**config.mk**
```make
export PLATFORM = sky130hd
export DESIGN_NAME = mips_multicycle_ctrl
export DESIGN_NICKNAME = d
export VERILOG_FILES = /design/src/rtl/mips_multicycle_ctrl_pkg.sv /design/src/rtl/mips_multicycle_ctrl_decoder.sv /design/src/rtl/mips_multicycle_ctrl.sv
export SDC_FILE = /design/constraint.sdc
export NUM_CORES = 1
export LEC_CHECK = 0
export CAP_MARGIN = 10
export CORE_AREA = 4 4 73 75
export CTS_BUF_LIST = sky130_fd_sc_hd__clkbuf_8
export DETAILED_ROUTE_END_ITERATION = 6
export DIE_AREA = 0 0 77 79
export PLACE_DENSITY = 0.82
export SLEW_MARGIN = 40
export SYNTH_ARGS = -nofsm -noshare
export SYNTH_HDL_FRONTEND = slang
export SYNTH_SLANG_ARGS = --single-unit
export TNS_END_PERCENT = 5
```
**constraint.sdc**
```tcl
create_clock -name i_clock -period 1.7 [get_ports i_clock]
set_clock_uncertainty 0.05 [all_clocks]
set_input_delay 0.34 -clock i_clock [delete_from_list [all_inputs] [get_ports i_clock]]
set_output_delay 0.34 -clock i_clock [all_outputs]
set_load 0.005 [all_outputs]
```
**src/rtl/mips_multicycle_ctrl_pkg.sv**
```systemverilog
// Shared definitions for the multicycle MIPS main control FSM:
// state encodings, instruction classes, opcode/funct codes and
// the ALU-select and PC-source codes driven to the datapath.
package mips_multicycle_ctrl_pkg;

  localparam int ST_W = 3;

  // Register-/immediate-type execution share one EXEC state, and branches
  // and jumps share one XFER state; the IR class picks the behaviour, which
  // keeps the state register at three bits.
  typedef enum logic [ST_W-1:0] {
    ST_FETCH    = 3'd0,
    ST_DECODE   = 3'd1,
    ST_EXEC     = 3'd2,
    ST_EXEC_MEM = 3'd3,
    ST_MEM      = 3'd4,
    ST_WB       = 3'd5,
    ST_XFER     = 3'd6,
    ST_HALT     = 3'd7
  } state_e;

  typedef enum logic [2:0] {
    CLS_ILLEGAL = 3'd0,
    CLS_RTYPE   = 3'd1,
    CLS_IMM     = 3'd2,
    CLS_LOAD    = 3'd3,
    CLS_STORE   = 3'd4,
    CLS_BRANCH  = 3'd5,
    CLS_JUMP    = 3'd6,
    CLS_HALT    = 3'd7
  } instr_class_e;

  // Opcodes (IR[31:26])
  localparam logic [5:0] OP_RTYPE = 6'b000000;
  localparam logic [5:0] OP_J     = 6'b000010;
  localparam logic [5:0] OP_JAL   = 6'b000011;
  localparam logic [5:0] OP_BEQ   = 6'b000100;
  localparam logic [5:0] OP_BNE   = 6'b000101;
  localparam logic [5:0] OP_ADDI  = 6'b001000;
  localparam logic [5:0] OP_ADDIU = 6'b001001;
  localparam logic [5:0] OP_SLTI  = 6'b001010;
  localparam logic [5:0] OP_ANDI  = 6'b001100;
  localparam logic [5:0] OP_ORI   = 6'b001101;
  localparam logic [5:0] OP_XORI  = 6'b001110;
  localparam logic [5:0] OP_LUI   = 6'b001111;
  localparam logic [5:0] OP_LW    = 6'b100011;
  localparam logic [5:0] OP_SW    = 6'b101011;
  localparam logic [5:0] OP_HALT  = 6'b111111;

  // R-type functs that use signed arithmetic (IR[5:0])
  localparam logic [5:0] FN_ADD = 6'b100000;
  localparam logic [5:0] FN_SUB = 6'b100010;
  localparam logic [5:0] FN_SLT = 6'b101010;

  // ALU operation select seen by alu_ctrl
  localparam logic [1:0] ALU_OP_RI  = 2'b00;
  localparam logic [1:0] ALU_OP_ADD = 2'b01;
  localparam logic [1:0] ALU_OP_SUB = 2'b10;

  // PC source select
  localparam logic [1:0] PC_SRC_SEQ    = 2'b00;
  localparam logic [1:0] PC_SRC_BRANCH = 2'b01;
  localparam logic [1:0] PC_SRC_JUMP   = 2'b10;

  // Signed R-type arithmetic: ADD, SUB and SLT only (ADDU/SUBU/SLTU are not).
  function automatic logic funct_is_signed(input logic [5:0] funct);
    return (funct == FN_ADD) || (funct == FN_SUB) || (funct == FN_SLT);
  endfunction

endpackage

```
**src/rtl/mips_multicycle_ctrl_decoder.sv**
```systemverilog
// Combinational instruction classifier: maps the IR opcode/funct fields to an
// instruction class plus the signed/immediate flags for the ALU control.
module mips_opcode_decoder
  import mips_multicycle_ctrl_pkg::*;
#(
  parameter int NB_CTRL_OPCODE = 6
) (
  input  logic [NB_CTRL_OPCODE-1:0] opcode_i,
  input  logic [NB_CTRL_OPCODE-1:0] funct_i,
  output instr_class_e              class_o,
  output logic                      signed_o,
  output logic                      imm_o,
  output logic                      link_o,
  output logic                      bne_o
);

  // Opcode lookup; anything not listed is reported as illegal.
  always_comb begin
    class_o  = CLS_ILLEGAL;
    signed_o = 1'b0;
    imm_o    = 1'b0;
    link_o   = 1'b0;
    bne_o    = 1'b0;
    case (opcode_i)
      OP_RTYPE: begin
        class_o  = CLS_RTYPE;
        signed_o = funct_is_signed(funct_i);
      end
      OP_ADDI, OP_SLTI: begin
        class_o  = CLS_IMM;
        signed_o = 1'b1;
        imm_o    = 1'b1;
      end
      OP_ADDIU, OP_ANDI, OP_ORI, OP_XORI, OP_LUI: begin
        class_o = CLS_IMM;
        imm_o   = 1'b1;
      end
      OP_LW: begin
        class_o = CLS_LOAD;
        imm_o   = 1'b1;
      end
      OP_SW: begin
        class_o = CLS_STORE;
        imm_o   = 1'b1;
      end
      OP_BEQ: class_o = CLS_BRANCH;
      OP_BNE: begin
        class_o = CLS_BRANCH;
        bne_o   = 1'b1;
      end
      OP_J:   class_o = CLS_JUMP;
      OP_JAL: begin
        class_o = CLS_JUMP;
        link_o  = 1'b1;
      end
      OP_HALT: class_o = CLS_HALT;
      default: class_o = CLS_ILLEGAL;
    endcase
  end

endmodule

```
**src/rtl/mips_multicycle_ctrl.sv**
```systemverilog
// Multicycle MIPS main control: latches the fetched instruction into the IR
// and walks it through fetch/decode/execute/memory/writeback, driving the ALU
// control interface and datapath enables. Outputs are decoded from state and
// IR; only the branch PC strobe, the fetch PC strobe and the store-retire
// pulse also look at the current-cycle handshake/zero inputs.
module mips_multicycle_ctrl
  import mips_multicycle_ctrl_pkg::*;
#(
  parameter int NB_DATA        = 32,
  parameter int NB_CTRL_OPCODE = 6,
  parameter int NB_ALU_OP_SEL  = 2,
  parameter int NB_STATE       = 3
) (
  input  logic                     i_clock,
  input  logic                     i_reset,
  input  logic [NB_DATA-1:0]       i_instruction,
  input  logic                     i_fetch_valid,
  input  logic                     i_mem_ready,
  input  logic                     i_alu_zero,
  output logic                     o_fetch_req,
  output logic [NB_DATA-1:0]       o_instruction,
  output logic [NB_ALU_OP_SEL-1:0] o_alu_operation,
  output logic                     o_signed_operation,
  output logic                     o_inmediate_operation,
  output logic                     o_pc_write,
  output logic [1:0]               o_pc_src,
  output logic                     o_reg_write,
  output logic                     o_reg_dst,
  output logic                     o_mem_to_reg,
  output logic                     o_link,
  output logic                     o_mem_read,
  output logic                     o_mem_write,
  output logic                     o_instr_done,
  output logic                     o_illegal,
  output logic                     o_halted
);

  logic [NB_STATE-1:0] state_q;
  logic [NB_STATE-1:0] state_d;
  logic [NB_DATA-1:0]  ir_q;
  logic                load_ir;
  logic                br_taken;

  instr_class_e dec_class;
  logic         dec_signed;
  logic         dec_imm;
  logic         dec_link;
  logic         dec_bne;

  mips_opcode_decoder #(
    .NB_CTRL_OPCODE (NB_CTRL_OPCODE)
  ) u_decoder (
    .opcode_i (ir_q[NB_DATA-1 -: NB_CTRL_OPCODE]),
    .funct_i  (ir_q[NB_CTRL_OPCODE-1:0]),
    .class_o  (dec_class),
    .signed_o (dec_signed),
    .imm_o    (dec_imm),
    .link_o   (dec_link),
    .bne_o    (dec_bne)
  );

  assign load_ir       = (state_q == ST_FETCH) && i_fetch_valid;
  assign br_taken      = dec_bne ? ~i_alu_zero : i_alu_zero;
  assign o_instruction = ir_q;

  // State register and IR; reset aborts any instruction in flight.
  always_ff @(posedge i_clock or negedge i_reset) begin
    if (!i_reset) begin
      state_q <= ST_FETCH;
      ir_q    <= '0;
    end else begin
      state_q <= state_d;
      if (load_ir) begin
        ir_q <= i_instruction;
      end
    end
  end

  // Next-state sequencing.
  always_comb begin
    state_d = state_q;
    case (state_q)
      ST_FETCH: begin
        if (i_fetch_valid) state_d = ST_DECODE;
      end
      ST_DECODE: begin
        case (dec_class)
          CLS_RTYPE, CLS_IMM:   state_d = ST_EXEC;
          CLS_LOAD, CLS_STORE:  state_d = ST_EXEC_MEM;
          CLS_BRANCH, CLS_JUMP: state_d = ST_XFER;
          CLS_HALT:             state_d = ST_HALT;
          default:              state_d = ST_FETCH;
        endcase
      end
      ST_EXEC:     state_d = ST_WB;
      ST_EXEC_MEM: state_d = ST_MEM;
      ST_MEM: begin
        if (i_mem_ready) begin
          state_d = (dec_class == CLS_LOAD) ? ST_WB : ST_FETCH;
        end
      end
      ST_WB:   state_d = ST_FETCH;
      ST_XFER: state_d = ST_FETCH;
      ST_HALT: state_d = ST_HALT;
      default: state_d = ST_FETCH;
    endcase
  end

  // Output decode; everything is held at zero while reset is asserted.
  always_comb begin
    o_fetch_req           = 1'b0;
    o_pc_write            = 1'b0;
    o_pc_src              = PC_SRC_SEQ;
    o_alu_operation       = ALU_OP_RI;
    o_signed_operation    = 1'b0;
    o_inmediate_operation = 1'b0;
    o_reg_write           = 1'b0;
    o_reg_dst             = 1'b0;
    o_mem_to_reg          = 1'b0;
    o_link                = 1'b0;
    o_mem_read            = 1'b0;
    o_mem_write           = 1'b0;
    o_instr_done          = 1'b0;
    o_illegal             = 1'b0;
    o_halted              = 1'b0;
    if (i_reset) begin
      case (state_q)
        ST_FETCH: begin
          o_fetch_req = 1'b1;
          o_pc_write  = i_fetch_valid;
          o_pc_src    = PC_SRC_SEQ;
        end
        ST_DECODE: begin
          o_illegal = (dec_class == CLS_ILLEGAL);
        end
        ST_EXEC: begin
          o_alu_operation       = ALU_OP_RI;
          o_signed_operation    = dec_signed;
          o_inmediate_operation = dec_imm;
        end
        ST_EXEC_MEM: begin
          o_alu_operation       = ALU_OP_ADD;
          o_inmediate_operation = 1'b1;
        end
        ST_MEM: begin
          // Address stays driven through the ALU until memory answers.
          o_alu_operation       = ALU_OP_ADD;
          o_inmediate_operation = 1'b1;
          o_mem_read            = (dec_class == CLS_LOAD);
          o_mem_write           = (dec_class == CLS_STORE);
          o_instr_done          = (dec_class == CLS_STORE) && i_mem_ready;
        end
        ST_WB: begin
          o_reg_write  = 1'b1;
          o_reg_dst    = (dec_class == CLS_RTYPE);
          o_mem_to_reg = (dec_class == CLS_LOAD);
          o_instr_done = 1'b1;
        end
        ST_XFER: begin
          o_instr_done = 1'b1;
          if (dec_class == CLS_BRANCH) begin
            o_alu_operation = ALU_OP_SUB;
            o_pc_write      = br_taken;
            o_pc_src        = br_taken ? PC_SRC_BRANCH : PC_SRC_SEQ;
          end else begin
            o_pc_write  = 1'b1;
            o_pc_src    = PC_SRC_JUMP;
            o_reg_write = dec_link;
            o_link      = dec_link;
          end
        end
        ST_HALT: begin
          o_halted = 1'b1;
        end
        default: begin
          o_fetch_req = 1'b0;
        end
      endcase
    end
  end

endmodule
```
# Yosys cells after proc, flatten, opt, wreduce, memory -nomap -nowiden
# Index checks and enable logic that the tools add are counted.
# word_totals
reg_bits	35
inputBits	37
out_inout_bits	49
elab_cells	100
# classes
eq_ne	33
n_mux	46
n_bitwise	1
n_reduce_logical	18
# ops
op	n
equality test 6 x 4 -> 1 bit (second input constant)	7
one-hot mux 3 bit (7 select lines)	2
equality test 6 bit (second input constant)	6
two-way mux 1 bit	29
equality test 3 bit (second input constant)	8
OR reduction 2 bit	8
equality test 3 x 2 -> 1 bit (second input constant)	4
equality test 6 x 2 -> 1 bit (second input constant)	2
equality test 6 x 3 -> 1 bit (second input constant)	2
one-hot mux 3 bit (4 select lines)	1
two-way mux 2 bit	5
one-hot mux 1 bit (2 select lines)	5
two-way mux 3 bit	3
OR reduction 9 bit	1
OR reduction 7 bit	1
equality test 3 x 1 -> 1 bit (second input constant)	2
logical NOT 3 bit	2
logical NOT 6 bit	1
!= test 2 bit (second input constant)	2
one-hot mux 2 bit (2 select lines)	1
logical AND 1 bit	2
logical OR 1 bit	2
AND reduction 2 bit	1
inverter 1 bit	1

# Logic depth before layout (Yosys ltp)
# depth
depth_word	7
ltp_mapped	6
mapped_depth_nobuf	5

# Hierarchy
# A second synthesis with hierarchy kept.
# unflattened
cells_unflattened	160
area_unflattened_um2	1848.0
# modules_own_cells
module	n_inst	cells_per_inst	area_each_um2	seq_area_each_um2
mips_multicycle_ctrl	1	130	1640.3	875.8
mips_opcode_decoder	1	30	207.7	0.0

# Worst setup path after synthesis
# OpenSTA, ideal clock, no wires.
# synth_timing
path_type	register -> output
start	reg state_q[1]
end	out o_reg_dst
arrival_ns	1.291
required_ns	1.310
slack_ns	0.019
stages_incl_launch_ff	5
n_path_buf	1
path_cell_list	dfrtp_1 buf_2 nand2b_1 or2_2 nor4b_2
# synth_via
elab_chain_cells	3
# synth_lines
item	line	text
start, declared	mips_multicycle_ctrl.sv:38	logic [NB_STATE-1:0] state_q;
start signal, assigned	mips_multicycle_ctrl.sv:72	state_q <= state_d;
equality test 3 bit	mips_multicycle_ctrl.sv:127	case (state_q)
two-way mux 1 bit	mips_multicycle_ctrl.sv:127	
two-way mux 1 bit	mips_multicycle_ctrl.sv:126	if (i_reset) begin
end, declared	mips_multicycle_ctrl.sv:28	output logic o_reg_dst,
# Every way passes these cells.

# Final worst setup path
# layout_timing
start	reg ir_q[27], in the netlist o_instruction[27]
end	out o_illegal
# layout_via
elab_chain_cells	6
word_cells_on_any_way	22
cone_classes	eq/ne (14); mux (3); reduce/logical (5)
# layout_lines
item	line	text
start, declared	mips_multicycle_ctrl.sv:40	logic [NB_DATA-1:0] ir_q;
start signal, assigned	mips_multicycle_ctrl.sv:74	ir_q <= i_instruction;
equality test 6 x 4 -> 1 bit (tied with other cells)	mips_multicycle_ctrl_decoder.sv:24	case (opcode_i)
OR reduction 7 bit (no line) / OR reduction 2 bit (equally long branches)	n/a	
one-hot mux 3 bit (7 select lines) *	mips_multicycle_ctrl_decoder.sv:24	
logical NOT 3 bit *	mips_multicycle_ctrl.sv:134	o_illegal = (dec_class == CLS_ILLEGAL);
two-way mux 1 bit *	mips_multicycle_ctrl.sv:127	
two-way mux 1 bit *	mips_multicycle_ctrl.sv:126	
end, declared	mips_multicycle_ctrl.sv:34	output logic o_illegal,
# Every way passes the cells marked *; elsewhere a longest branch is shown, timed or not.

==> metrics.yaml <==
crit_path_max_fanout: 3
n_fill_cell: 289
cts.sink_count: 35
p_per_area_nw_per_um2: 1777
met3_length_um: 609
hpwlAfterDp_um: 4517
crit_arrival_ns: 1.79
rrSetupSlack_ns: -0.18
netlist_area_um2: 1967
fin_tns_setup_ns: -5.604
numCtsBuffers: 5
core_region_area_um2: 4661
avgSynthCellArea_um2: 10.69
finalSetupViolCount: 18
worst-endpoint-required_ns: 1.31
ys_types: 45
cts.path.max_buffers: 2
syn_nets: 221
first_global_vias: 2157
rows: 25
layout_commonest_cell: "clkdlybuf4s50_1"
violations: "setup timing"
netlist_instances: 184
utilization_pct: 77.18
maxSlewHeadroom_pct: 68.15
ys_seq_area_share_pct: 44.53
wl_met2_um: 3492
grtUsageTotal_pct: 21.73
yosys_warnings: 0
min_period_over_period_pct: 128.4
antenna_found_initial: 0
r2r-start: "o_instruction[27]$_DFFE_PN0P_"
run_status: "finished, violations left"
synth.ff_latch_count: 35
fmax_mhz: 458.2
gr-total-overflow: 0
finalCriticalPeriod_ns: 2.183
path_class: "reg2out"
seq_area_um2: 883.3
dp.cells: 366
start_kind: "flop"
wl_met1_um: 2459
syn2layout_area_growth_pct: 82.89
maxCapViolCount: 0
layout.cells.non_filler: 387
slew_violations: 0
nets: 369
top_layer: "met4"
route.vias.total: 1977
final_cell_mix: "clkdlybuf4s50_1 (57), buf_4 (51), mux2_2 (31)"
drt_iter0_drc: 43
cts_root_buf: "clkbuf_8"
fp.dieH_um: 79
final_antenna_net_count: 0
io_buffers: 85
grt_start_max_net_pins: 38
p_total_mw: 6.393
synth_flop_cell: "dfrtp_1"
start_util_pct: 42.20
grt_pass1_wl_um: 10380
clkLatencyLatePin_ns: 0.29
r2r_cells: 9
multiInputGateArea_um2: 1121
tightestPinTransition_ns: 0.4777
antenna_cells: 0
drive_gt1_share_pct: 51.65
vias_per_cell: 5.109
cts_tree: "done"
r2r_end: "state_q[2]$_DFFE_PN0P_"
wl_per_cell_um: 17.11
globalplace.congestion: 0.8649
synthArstFlopShare_pct: 100.0
dieWidth_um: 77
holdBufCountCts: 0
wl_um: 6621
hold_path_class: "in2async"
ir_drop_mv: 1.328
endpoint_kind: "output port"
io_pins: 86
clk_pin_slew_ns: 0.08
dieArea_um2: 6083
leakagePower_nw: 1.633
rsz0062_at_grt: "yes"
synth_edf_count: 0
finalHoldViolations: 0
fin_ws_ns: -0.4826
first_pass_iters: 4
drc: 0
htree_levels: 2
how the worst max path moves through the flow:
stage | startpoint | to | slack, ns | depth (start not counted)
2_1_floorplan | state_q[1]$_DFFE_PN0P_ | o_reg_dst | 0.02 | 4
3_3_place_gp | o_instruction[28]$_DFFE_PN0P_ | o_illegal | -0.46 | 6
6_report | o_instruction[27]$_DFFE_PN0P_ | o_illegal | -0.48 | 8
3_5_place_dp | o_instruction[28]$_DFFE_PN0P_ | o_inmediate_operation | -0.50 | 7
4_1_cts | o_instruction[27]$_DFFE_PN0P_ | o_signed_operation | -0.44 | 7
5_1_grt | o_instruction[27]$_DFFE_PN0P_ | o_illegal | -0.55 | 8
metal layers:
| layer | up-vias | track usage, % |
|---|---|---|
| met5 | - | 0 |
| met4 | 0 | 6.050 |
| met3 | 7 | 9.524 |
| met2 | 72 | 39.46 |
| met1 | 949 | 22.90 |
| li1 | 949 | - |
registers in the layout, indices dropped and copies added, names as in the netlist:
signal	flops
o_instruction	32
state_q	3
kinds of logic after synthesis:
logic type	share of synthesized area, %
and+or+nand+nor	21.12
DFF	44.53
muxes	18.26
AOI/OAI and AO/OA	9.924
buffers and inverters	5.725
xor gates and xnor gates	0.4454
per-stage QoR:
step	hold slack, ns	setup slack (ns)	area (um2)
floorplan	-0.005591	0.01930	1967
global placement	0.4330	-0.4591	3239
detailed placement	0.4243	-0.5037	3239
CTS	0.1451	-0.4434	3560
global route	0.1655	-0.5523	3597
finish	0.1408	-0.4826	3597
power by group:
part | switching, mW | internal, mW | total [mW] | leakage (nW)
Combinational | 1.67 | 2.55 | 4.22 | 1.18
Clock | 0.320 | 0.285 | 0.605 | 0.0402
Sequential | 0.306 | 1.26 | 1.57 | 0.409
Total | 2.30 | 4.09 | 6.39 | 1.63
synth_stat cells, drive strengths merged (2+ instances only):
cell type  number  area (um2)
and3            3       18.77
a22oi           2       20.02
nand2b          3       18.77
inv             3       11.26
nor2b           3       18.77
nor4b           3       38.79
o22ai           3       18.77
and3b           2       21.27
nand3           6       30.03
o21ai           3       15.01
or2             3       18.77
dfrtp          35       875.8
nor3            7       35.03
nor2           14       52.55
mux2           31       349.1
nand3b          2       27.53
nand2          18       70.07
a21o            2       15.01
a21oi          10       50.05
buf            14       97.59
worst max-delay path, cell delays in order (launching register included):
cell and delay (ns):
dfrtp_2 0.39, buf_6 0.12, buf_6 0.10, or2b_1 0.24, a21oi_2 0.18, nor3_2 0.06, a21oi_2 0.12, and3b_1 0.19
buf_2 0.12
timing repair:
action,in CTS,in global routing
buffers inserted,13,0
pin swaps,22,12
gates cloned,0,0
resized for setup,112,20
setup endpoints to repair,56,54
layout make-up:
cell class / count / share of cell area, %
clock inverter: 3 / 0.5565
timing repair buffer: 156 / 39.62
multi-input combinational: 131 / 31.17
clock buffer: 5 / 1.913
sequential: 35 / 24.56
inverter: 3 / 0.3130
tap: 54 / 1.878
No activity file was read; power rests on OpenSTA's default activity.
